[src/rtl/pipeline_mem_wb_skid.sv]
// rtl/pipeline_mem_wb_skid.sv - MEM/WB stage register with 2-entry skid buffer, flush and forwarding tap
module pipeline_mem_wb_skid #(
  parameter int DATA_W = 8,
  parameter int RA_W   = 2
) (
  input  logic              clk,
  input  logic              rst,
  input  logic              flush,
  input  logic              in_valid,
  output logic              in_ready,
  input  logic [DATA_W-1:0] dm,
  input  logic [DATA_W-1:0] alu_ea,
  input  logic [RA_W-1:0]   ra,
  input  logic              wb_wb_sel,
  input  logic              wb_data_sel,
  input  logic              wb_reg_en,
  output logic              out_valid,
  input  logic              out_ready,
  output logic [DATA_W-1:0] dm_out,
  output logic [DATA_W-1:0] alu_ea_out,
  output logic [RA_W-1:0]   ra_out,
  output logic              wb_wb_sel_out,
  output logic              wb_data_sel_out,
  output logic              wb_reg_en_out,
  output logic              fwd_valid,
  output logic [RA_W-1:0]   fwd_ra,
  output logic [DATA_W-1:0] fwd_data,
  output logic [1:0]        occupancy
);

  localparam int PW = 2 * DATA_W + RA_W + 3;

  // Encoding doubles as the occupancy count.
  typedef enum logic [1:0] {
    S_EMPTY = 2'd0,
    S_FULL  = 2'd1,
    S_SKID  = 2'd2
  } state_t;

  state_t          r_state;
  logic [PW-1:0]   r_main;
  logic [PW-1:0]   r_skid;
  logic            r_in_ready;
  logic [PW-1:0]   w_in;
  logic            w_accept;
  logic            w_xfer;

  assign w_in     = {dm, alu_ea, ra, wb_wb_sel, wb_data_sel, wb_reg_en};
  assign w_accept = in_valid & r_in_ready;
  assign w_xfer   = (r_state != S_EMPTY) & out_ready;

  // Vacated entries are zeroed so a bubble always presents an all-zero payload.
  always_ff @(posedge clk) begin
    if (rst || flush) begin
      r_state    <= S_EMPTY;
      r_main     <= '0;
      r_skid     <= '0;
      r_in_ready <= 1'b1;
    end else begin
      case (r_state)
        S_EMPTY: begin
          if (w_accept) begin
            r_main  <= w_in;
            r_state <= S_FULL;
          end
        end
        S_FULL: begin
          if (w_accept && w_xfer) begin
            r_main <= w_in;
          end else if (w_accept) begin
            r_skid     <= w_in;
            r_state    <= S_SKID;
            r_in_ready <= 1'b0;
          end else if (w_xfer) begin
            r_main  <= '0;
            r_state <= S_EMPTY;
          end
        end
        S_SKID: begin
          if (w_xfer) begin
            r_main     <= r_skid;
            r_skid     <= '0;
            r_state    <= S_FULL;
            r_in_ready <= 1'b1;
          end
        end
        default: begin
          r_state    <= S_EMPTY;
          r_main     <= '0;
          r_skid     <= '0;
          r_in_ready <= 1'b1;
        end
      endcase
    end
  end

  assign in_ready        = r_in_ready;
  assign out_valid       = (r_state != S_EMPTY);
  assign occupancy       = r_state;
  assign dm_out          = r_main[PW-1 -: DATA_W];
  assign alu_ea_out      = r_main[PW-DATA_W-1 -: DATA_W];
  assign ra_out          = r_main[3 +: RA_W];
  assign wb_wb_sel_out   = r_main[2];
  assign wb_data_sel_out = r_main[1];
  assign wb_reg_en_out   = r_main[0];

  assign fwd_valid = out_valid & wb_reg_en_out;
  assign fwd_ra    = ra_out;
  assign fwd_data  = wb_data_sel_out ? dm_out : alu_ea_out;

endmodule

[config.mk]
export PLATFORM = sky130hd
export DESIGN_NAME = pipeline_mem_wb_skid
export DESIGN_NICKNAME = d
export VERILOG_FILES = /design/src/rtl/pipeline_mem_wb_skid.sv
export SDC_FILE = /design/constraint.sdc
export NUM_CORES = 1
export LEC_CHECK = 0
export ABC_CLOCK_PERIOD_IN_PS = 1600
export BUFFER_PORTS_ARGS = -buffer_cell sky130_fd_sc_hd__buf_2
export CAP_MARGIN = 5
export CORE_MARGIN = 4
export CORE_UTILIZATION = 52
export CTS_BUF_LIST = sky130_fd_sc_hd__clkbuf_16
export DETAILED_ROUTE_END_ITERATION = 6
export PLACE_DENSITY = 0.89
export SLEW_MARGIN = 15
export SYNTH_ARGS = -nofsm -noshare
export SYNTH_HDL_FRONTEND = slang
export SYNTH_SLANG_ARGS = --single-unit
[constraint.sdc]
create_clock -name clk -period 1.6 [get_ports clk]
set_input_delay 0.16 -clock clk [delete_from_list [all_inputs] [get_ports clk]]
set_output_delay 0.16 -clock clk [all_outputs]
set_load 0.005 [all_outputs]
==> metrics.txt, run 1 <==
syn avg cell area 9.084 µm²; gr usage total 22.52%; RSZ-0062 raised after global routing no; sequential share of the synthesized area 39.05%; ANT cells 0; fin crit period 1.522 ns; commonest non-fill, non-tap cell in the layout buf_2; routed vias 2,072; Most Crowded Layer GR met2; status finished clean; Routed WL per cell 15.88 µm; Yosys top cell area share 39.05%; Pins Over Slew Limit 0; power density cells 895.4 nW/µm²; Post-DP HPWL 4.089 mm; Ports 62; Reg clk slew, reported paths 0.07 ns; TritonCTS Buffers 5; crit path DAT 1.70 ns; worst setup path start occupancy[0]; Worst R2R Path Depth 6; Sink Count 45; share of layout cells above drive strength 1 32.49%; vias per inst 5.646; Longest Clk Path Bufs 2; Hold Violations, Final 0; met2 Usage GRT 37.46%; fmax 656.8 MHz; Mapped Cells 254; Max Cap Violations 0; Distinct cells, synth 31; Setup TNS Final 0 ns; Final nets 342; Die X-Extent 74.61 µm; Design Area, Final 2860 µm²; top post-synthesis cells by area dfxtp_1, mux2i_1, nor2_1; critical path fanouts, max 16; final setup vio count 0; global-route wire length before repair 9.535 mm; die height 74.61 µm; Worst setup EP type register; maximum VDD drop 546.7 µV; hold path cells 2; Hold WS 0.1204 ns; DRT Wirelength 5.828 mm; initial core utilization 55.68%; Synth Warn # 0; Routed Antenna Nets 0; fin util 69.02%; most frequent cells in the layout buf_2, nor2_1, dfxtp_1, mux2i_1, and2_1; CTS H-tree depth 2; Netlist Area Pre-Place 2307 µm²; Slew headroom 78.40%; fill count 328; cell taking the most area after synthesis dfxtp_1; P_leak 1.241 nW; Mapped Nets 280; CP required 1.78 ns; beginning of the worst register-to-register path occupancy[0]; global-route met3 utilization 6.142%; gr ovfl total 0; Tightest Pin Transition 0.3241 ns; initial antenna violation count 0; CTS tree done; CP Launch Type register; Root Buffer clkbuf_16; drt pass-1 iters 4; die area 5567 µm²; #FFs+latches synth 45; pin count of the biggest net entering global routing 23; Clock Latency Late Sink 0.29 ns; Clock Skews 0.006936 ns; register area 905.9 µm²; row cnt 23; min-delay src out_ready; area of the core 4144 µm²; DP Area 2660 µm²; met1 Use GR 27.42%; detailed-route DRC error count 0; Area Growth Syn to Fin 23.97%; area occupied by multi-input gates 1249 µm²; Routability Congestion 0.8493; CP Class reg2reg; worst min-delay path class in2reg; Final period util 95.15%; port buffer count 61; DRT iter0 DRCs 147; vias in the first global route 2,063
[cell type report]
| class | count | share of cell area [%] |
|---|---|---|
| clock buffers | 5 | 4.374 |
| repair buffers | 79 | 16.40 |
| inverters | 7 | 0.9186 |
| multi-input cells | 178 | 43.66 |
| well taps | 50 | 2.187 |
| clock inverters | 3 | 0.7874 |
| flip-flops and latches | 45 | 31.67 |
[logic make-up after synthesis]
family          synth area share (%)
flops                          39.05
compound gates                 16.92
xor+xnor                      0.3797
simple gates                   17.68
mux                            19.09
buf+inv                        6.887
[power by group]
part | internal, mW | switching, mW | total (mW)
Combinational | 0.168 | 0.191 | 0.359
Clock | 0.581 | 0.452 | 1.03
Sequential | 1.14 | 0.0244 | 1.17
Total | 1.89 | 0.668 | 2.56
[through the flow]
step / worst slack (ns) / instances / power (mW)
after floorplan: 0.2450 / 254 / 1.411
after global placement: 0.1901 / 355 / 1.535
after detailed placement: 0.1325 / 355 / 1.547
after CTS: 0.02654 / 363 / 2.567
after global routing: 0.01106 / 367 / 2.667
final: 0.07754 / 367 / 2.561
[sequential cells by signal, indices dropped and copies added (netlist names)]
signal and count:
in_ready 1, occupancy 2, r_main 21, r_skid 21
[cell usage after synthesis]
master	number
buf_4	5
a21oi_1	1
or2_2	2
o21ai_0	1
o22ai_1	7
o31a_1	1
o22a_1	1
nand2b_1	1
dfxtp_1	45
nor3_1	1
a22oi_1	21
nand2_1	8
clkbuf_1	9
o21a_1	1
xor2_1	1
and2_1	22
buf_1	1
nand3b_1	2
a31oi_1	1
and4b_1	1
nor2b_2	1
mux2i_1	35
and3b_1	1
nor2b_1	2
buf_2	7
inv_1	7
buf_6	2
nor2_1	43
o31ai_2	2
mux2_2	8
o2bb2ai_1	14
[worst paths after layout]
path | end | slack [ns]
max reg2reg | r_main[20] | 0.08
min | occupancy[1] | 0.12
min reg2reg | r_skid[18] | 0.49
max | r_main[20] | 0.08
[metal layers]
metal,vias up,wire length [µm]
li1,1010,-
met1,977,2526
met2,73,2850
met3,12,356
met4,0,95
met5,-,0
[worst max-delay path: stages, from the launching register on]
cell and delay, ns:
dfxtp_1 0.40, buf_4 0.25, nand3b_1 0.21, o31ai_2 0.11
buf_4 0.18, a22oi_1 0.19, nor2_1 0.06
[what timing repair did]
action,in CTS,in global routing
gates resized for setup,2,6
hold buffers,0,0
cloned,0,0
setup endpoints to repair,1,10
setup buffers,0,4
No activity file was read; power rests on OpenSTA's default activity.
==> run 2, diff against run 1 <==
Settings changed: CELL_PAD_IN_SITES_DETAIL_PLACEMENT set to 2, CELL_PAD_IN_SITES_GLOBAL_PLACEMENT set to 2, CORE_UTILIZATION 52 to 31, HOLD_SLACK_MARGIN set to 0.15.
==> run 2 against run 1 <==
Compared with the run above:
- sequential cell count is the same
- sequential power about the same
- final area up 3.1%
- combinational power grew 13%
- clock skew fell by 0.0033 ns
- power increased by 1.8%
- fmax down 2.1%
- global-route usage decreased by 3.0 points
- critical endpoint is now fwd_valid
- setup slack lost 0.032 ns
- critical path depth decreased by 2
- core utilization is 28 points lower
- highest routed layer unchanged
- non-clock buffer count is 1 lower
- largest power group unchanged
==> metrics.txt, run 2 (synthesis results as in run 1) <==
status finished clean; initial antenna violation count 0; Pins Over Slew Limit 0; CP Launch Type register; Area Growth Syn to Fin 27.77%; die height 94.27 µm; die area 8887 µm²; Root Buffer clkbuf_16; routed vias 2,169; family with the most delay on the worst path simple AND/OR/NAND/NOR gates; Clock Latency Late Sink 0.29 ns; fmax 643.3 MHz; drt pass-1 iters 4; DRT Wirelength 8.231 mm; gr ovfl total 0; pin count of the biggest net entering global routing 32; crit path DAT 1.39 ns; row cnt 31; Slowest-stage cell, CP dfxtp_4; port buffer count 61; TritonCTS Buffers 5; gr usage total 19.47%; Max Cap Violations 0; detailed-route DRC error count 0; Routed Antenna Nets 0; min-delay src in_valid; Sink Count 45; combinational power share 15.6%; Final nets 341; most frequent cells in the layout buf_2, nor2_1, dfxtp_1, mux2i_1, and2_1; Net Sw Frac 27.07%; Routability Congestion 0.7710; Tightest Pin Transition 0.3521 ns; global-route wire length before repair 13.17 mm; Die X-Extent 94.27 µm; vias per inst 5.227; Seq pwr share 44.8%; final total power 2.607 mW; Clock Skews 0.003635 ns; CP Class reg2out; CTS tree done; Clock power frac 39.5%; power density cells 884.2 nW/µm²; Slew headroom 76.53%; RSZ-0062 raised after global routing no; Longest Clk Path Bufs 2; Setup TNS Final 0 ns; Psw 0.7057 mW; slowest stage delay, CP 0.38 ns; Routed WL per cell 19.83 µm; initial core utilization 31.81%; Post-DP HPWL 5.434 mm; CP required 1.44 ns; vias in the first global route 2,431; worst flop-to-flop path endpoint r_main[19]; r2r setup slk 0.08 ns; worst path bufs/invs 2; Ports 62; Worst Hold End occupancy[1]; Final period util 97.15%; worst path cell trace buf_6, or2_2, and2_1, buf_2; internal power 1.901 mW; Worst setup EP type primary output; critical path fanouts, max 8; P_leak 1.241 nW; fin crit period 1.554 ns; final setup vio count 0; Worst R2R Path Depth 6; Hold Violations, Final 0; Reg clk slew, reported paths 0.06 ns; ANT cells 0; commonest non-fill, non-tap cell in the layout buf_2; maximum VDD drop 498.2 µV; DRT iter0 DRCs 146; worst min-delay path class in2reg; area of the core 7253 µm²; CTS H-tree depth 2; share of layout cells above drive strength 1 32.59%; hold path cells 3; beginning of the worst register-to-register path occupancy[0]
-- run 2: power by group through the flow --
stage	combinational, mW	clock, mW	sequential, mW
floorplan	0.223	0	1.19
global route	0.448	1.11	1.17
global placement	0.363	0	1.19
finish	0.407	1.03	1.17
detailed placement	0.382	0	1.19
CTS	0.400	1.04	1.17
-- run 2: metrics by stage --
step | hold slack (ns) | setup slack, ns | cells | util, % | area, µm²
floorplan | 0.2393 | 0.2450 | 254 | - | 2307
global placement | 0.4365 | 0.1551 | 403 | 37.78 | 2740
detailed placement | 0.4397 | 0.06588 | 403 | 37.78 | 2740
CTS | 0.2392 | 0.01669 | 412 | 40.16 | 2913
global route | 0.2565 | 0.002602 | 415 | 40.64 | 2948
finish | 0.2359 | 0.04558 | 415 | 40.64 | 2948
-- run 2: tightest hold or removal path, delay by kind of cell --
kind            cells  cell delay [ns]
compound gates      1             0.08
buf+inv             1             0.12
simple gates        1             0.11
-- run 2: how the worst max path moves through the flow --
stage | startpoint | to | cells past startpoint
floorplan | occupancy[1] | r_main[4] | 6
global placement | occupancy[0] | r_main[18] | 6
detailed placement | occupancy[0] | r_main[5] | 6
CTS | occupancy[0] | r_main[14] | 5
global route | occupancy[1] | fwd_valid | 4
finish | occupancy[1] | fwd_valid | 4
-- run 2: repair_timing --
item | in CTS | in global routing
endpoints found under the hold margin | 1 | 0
hold buffers | 1 | 0
pin swaps | 0 | 1
setup endpoints to repair | 4 | 24
cloned | 0 | 0
gates resized for setup | 6 | 4
buffers inserted | 0 | 3
-- run 2: cell type report --
cell class                      count  area [µm²]
Fill cell                         820        4305
Multi-Input combinational cell    178        1264
Sequential cell                    45       907.1
Timing Repair Buffer               78       484.2
Clock buffer                        5       125.1
Tap cell                           99       123.9
Inverter                            7       26.28
Clock inverter                      3       17.52
-- run 2: routing by layer --
layer / wire length (µm) / part of all wire [%] / track usage (%) / vias up
met5: 0 / 0 / 0 / -
li1: - / - / - / 1008
met2: 4330 / 53 / 35.11 / 72
met1: 3379 / 41 / 22.69 / 1077
met4: 152 / 1.8 / 6.378 / 0
met3: 368 / 4.5 / 4.167 / 12
==> run 3, diff against run 2 <==
Settings changed: ABC_CLOCK_PERIOD_IN_PS 1600 to 1320, CORE_UTILIZATION 31 to 28, PLACE_DENSITY 0.89 to 0.86.
Clock period 1.6 ns to 1.32 ns, I/O delays scaled along.
==> run 3 against run 2 <==
Compared with the run above:
- the run now ends with setup timing left
- routed wire length rose by 25%
- first-iteration DRC count fell by 43%
- count of clock-buffer cells in the layout did not move
- final cell count rose by 6.7%
- clock skew rose by 0.0025 ns
- via count rose by 6.3%
- critical path type is now reg2reg
==> metrics.txt, run 3 (synthesis results as in run 1) <==
Routed Antenna Nets 0; DRT Wirelength 10.28 mm; Max Cap Violations 0; pin count of the biggest net entering global routing 36; area of the core 7888 µm²; most frequent cells in the layout buf_2, nor2_1, dfxtp_1, mux2i_1, buf_6; Slew headroom 72.98%; Routed WL per cell 23.20 µm; slowest stage delay, CP 0.42 ns; Reg clk slew, reported paths 0.07 ns; vias in the first global route 2,603; P_leak 1.457 nW; ANT cells 0; Final WS setup -0.2715 ns; worst slack, placed -0.1179 ns; Die X-Extent 98.78 µm; DRT iter0 DRCs 83; routed vias 2,306; vias per inst 5.205; Clock Skews 0.006174 ns; detailed-route DRC error count 0; CP Launch Type register; commonest non-fill, non-tap cell in the layout buf_2; maximum VDD drop 455.4 µV; gr usage total 19.56%; Final period util 120.6%; final setup vio count 54; met1 Use GR 23.35%; Area Growth Syn to Fin 54.77%; Pins Over Slew Limit 0; global-route wire length before repair 14.81 mm; initial antenna violation count 0; Tightest Pin Transition 0.4053 ns; r2r setup slk -0.27 ns; Final nets 367; Slowest-stage cell, CP o31ai_4; Most Crowded Layer GR met2; final total power 3.359 mW; met2 Usage GRT 34.81%; TritonCTS Buffers 5; power density cells 940.7 nW/µm²; port buffer count 61; fmax 628.3 MHz; share of layout cells above drive strength 1 49.85%; row cnt 32; Worst setup EP type register; die height 98.78 µm; CTS H-tree depth 2; gr ovfl total 0; worst min-delay path class in2reg; die area 9757 µm²; CP required 1.55 ns; Hold Violations, Final 0; fin util 45.27%; fin crit period 1.592 ns; RSZ-0062 raised after global routing yes; status finished, violations left; Setup TNS Final -6.941 ns; CTS tree done; Post-DP HPWL 5.704 mm; CP Class reg2reg; global-route met3 utilization 3.468%; worst path cell trace buf_12, buf_16, o31ai_4, clkbuf_4, a22oi_2, nor2_1; failing checks setup timing; fill count 831; crit path DAT 1.82 ns; Ports 62; Sink Count 45; initial core utilization 29.25%; Longest Clk Path Bufs 2; drt pass-1 iters 4; critical path fanouts, max 6; Routability Congestion 0.7296; Root Buffer clkbuf_16; Clock Latency Late Sink 0.30 ns
run 3: final cells by class:
| class | instances | area, µm² | share of cell area [%] |
|---|---|---|---|
| Tap cell | 102 | 127.6 | 3.574 |
| Clock inverter | 2 | 11.26 | 0.3153 |
| Inverter | 7 | 26.28 | 0.7358 |
| Timing Repair Buffer | 104 | 877.1 | 24.56 |
| Multi-Input combinational cell | 178 | 1493 | 41.80 |
| Sequential cell | 45 | 910.9 | 25.51 |
| Clock buffer | 5 | 125.1 | 3.504 |
run 3: report_power, final:
group	internal (mW)	switching, mW
clock network	0.686	0.574
registers	1.39	0.0370
logic	0.326	0.351
run 3: routing by layer:
metal | wire length [µm] | up-vias | part of all wire, %
li1 | - | 1058 | -
met1 | 4191 | 1159 | 41
met2 | 5333 | 65 | 52
met3 | 359 | 24 | 3.5
met4 | 394 | 0 | 3.8
met5 | 0 | - | 0
run 3: final timing paths:
kind,start,endpoint,depth (start not counted)
worst max-delay path,occupancy[1],r_main[19],6
worst min-delay path,alu_ea[6],r_skid[11],4
worst max register to register,occupancy[1],r_main[19],6
worst min register to register,r_skid[11],r_skid[11],2
run 3: critical path: cells and delay by family, from the launching register on:
family                 cells  cell delay, ns
AO/OA/AOI/OAI              2            0.48
flip-flops                 1            0.37
buffers and inverters      3            0.56
AND/OR/NAND/NOR            1            0.11
run 3: per-stage QoR:
stage               instance area, µm²  std cells  hold WS [ns]
global route                      3571        443        0.2509
detailed placement                2849        415        0.4036
global placement                  2849        415        0.3974
finish                            3571        443        0.1918
floorplan                         2318        254        0.2113
CTS                               3412        437        0.1940
run 3: repair_timing:
item / in CTS / in global routing
buffers inserted: 10 / 9
pin swaps: 8 / 22
gates cloned: 4 / 2
setup endpoints to repair: 53 / 53
endpoints found under the hold margin: 1 / 0
gates resized for setup: 67 / 35
hold buffers: 1 / 0
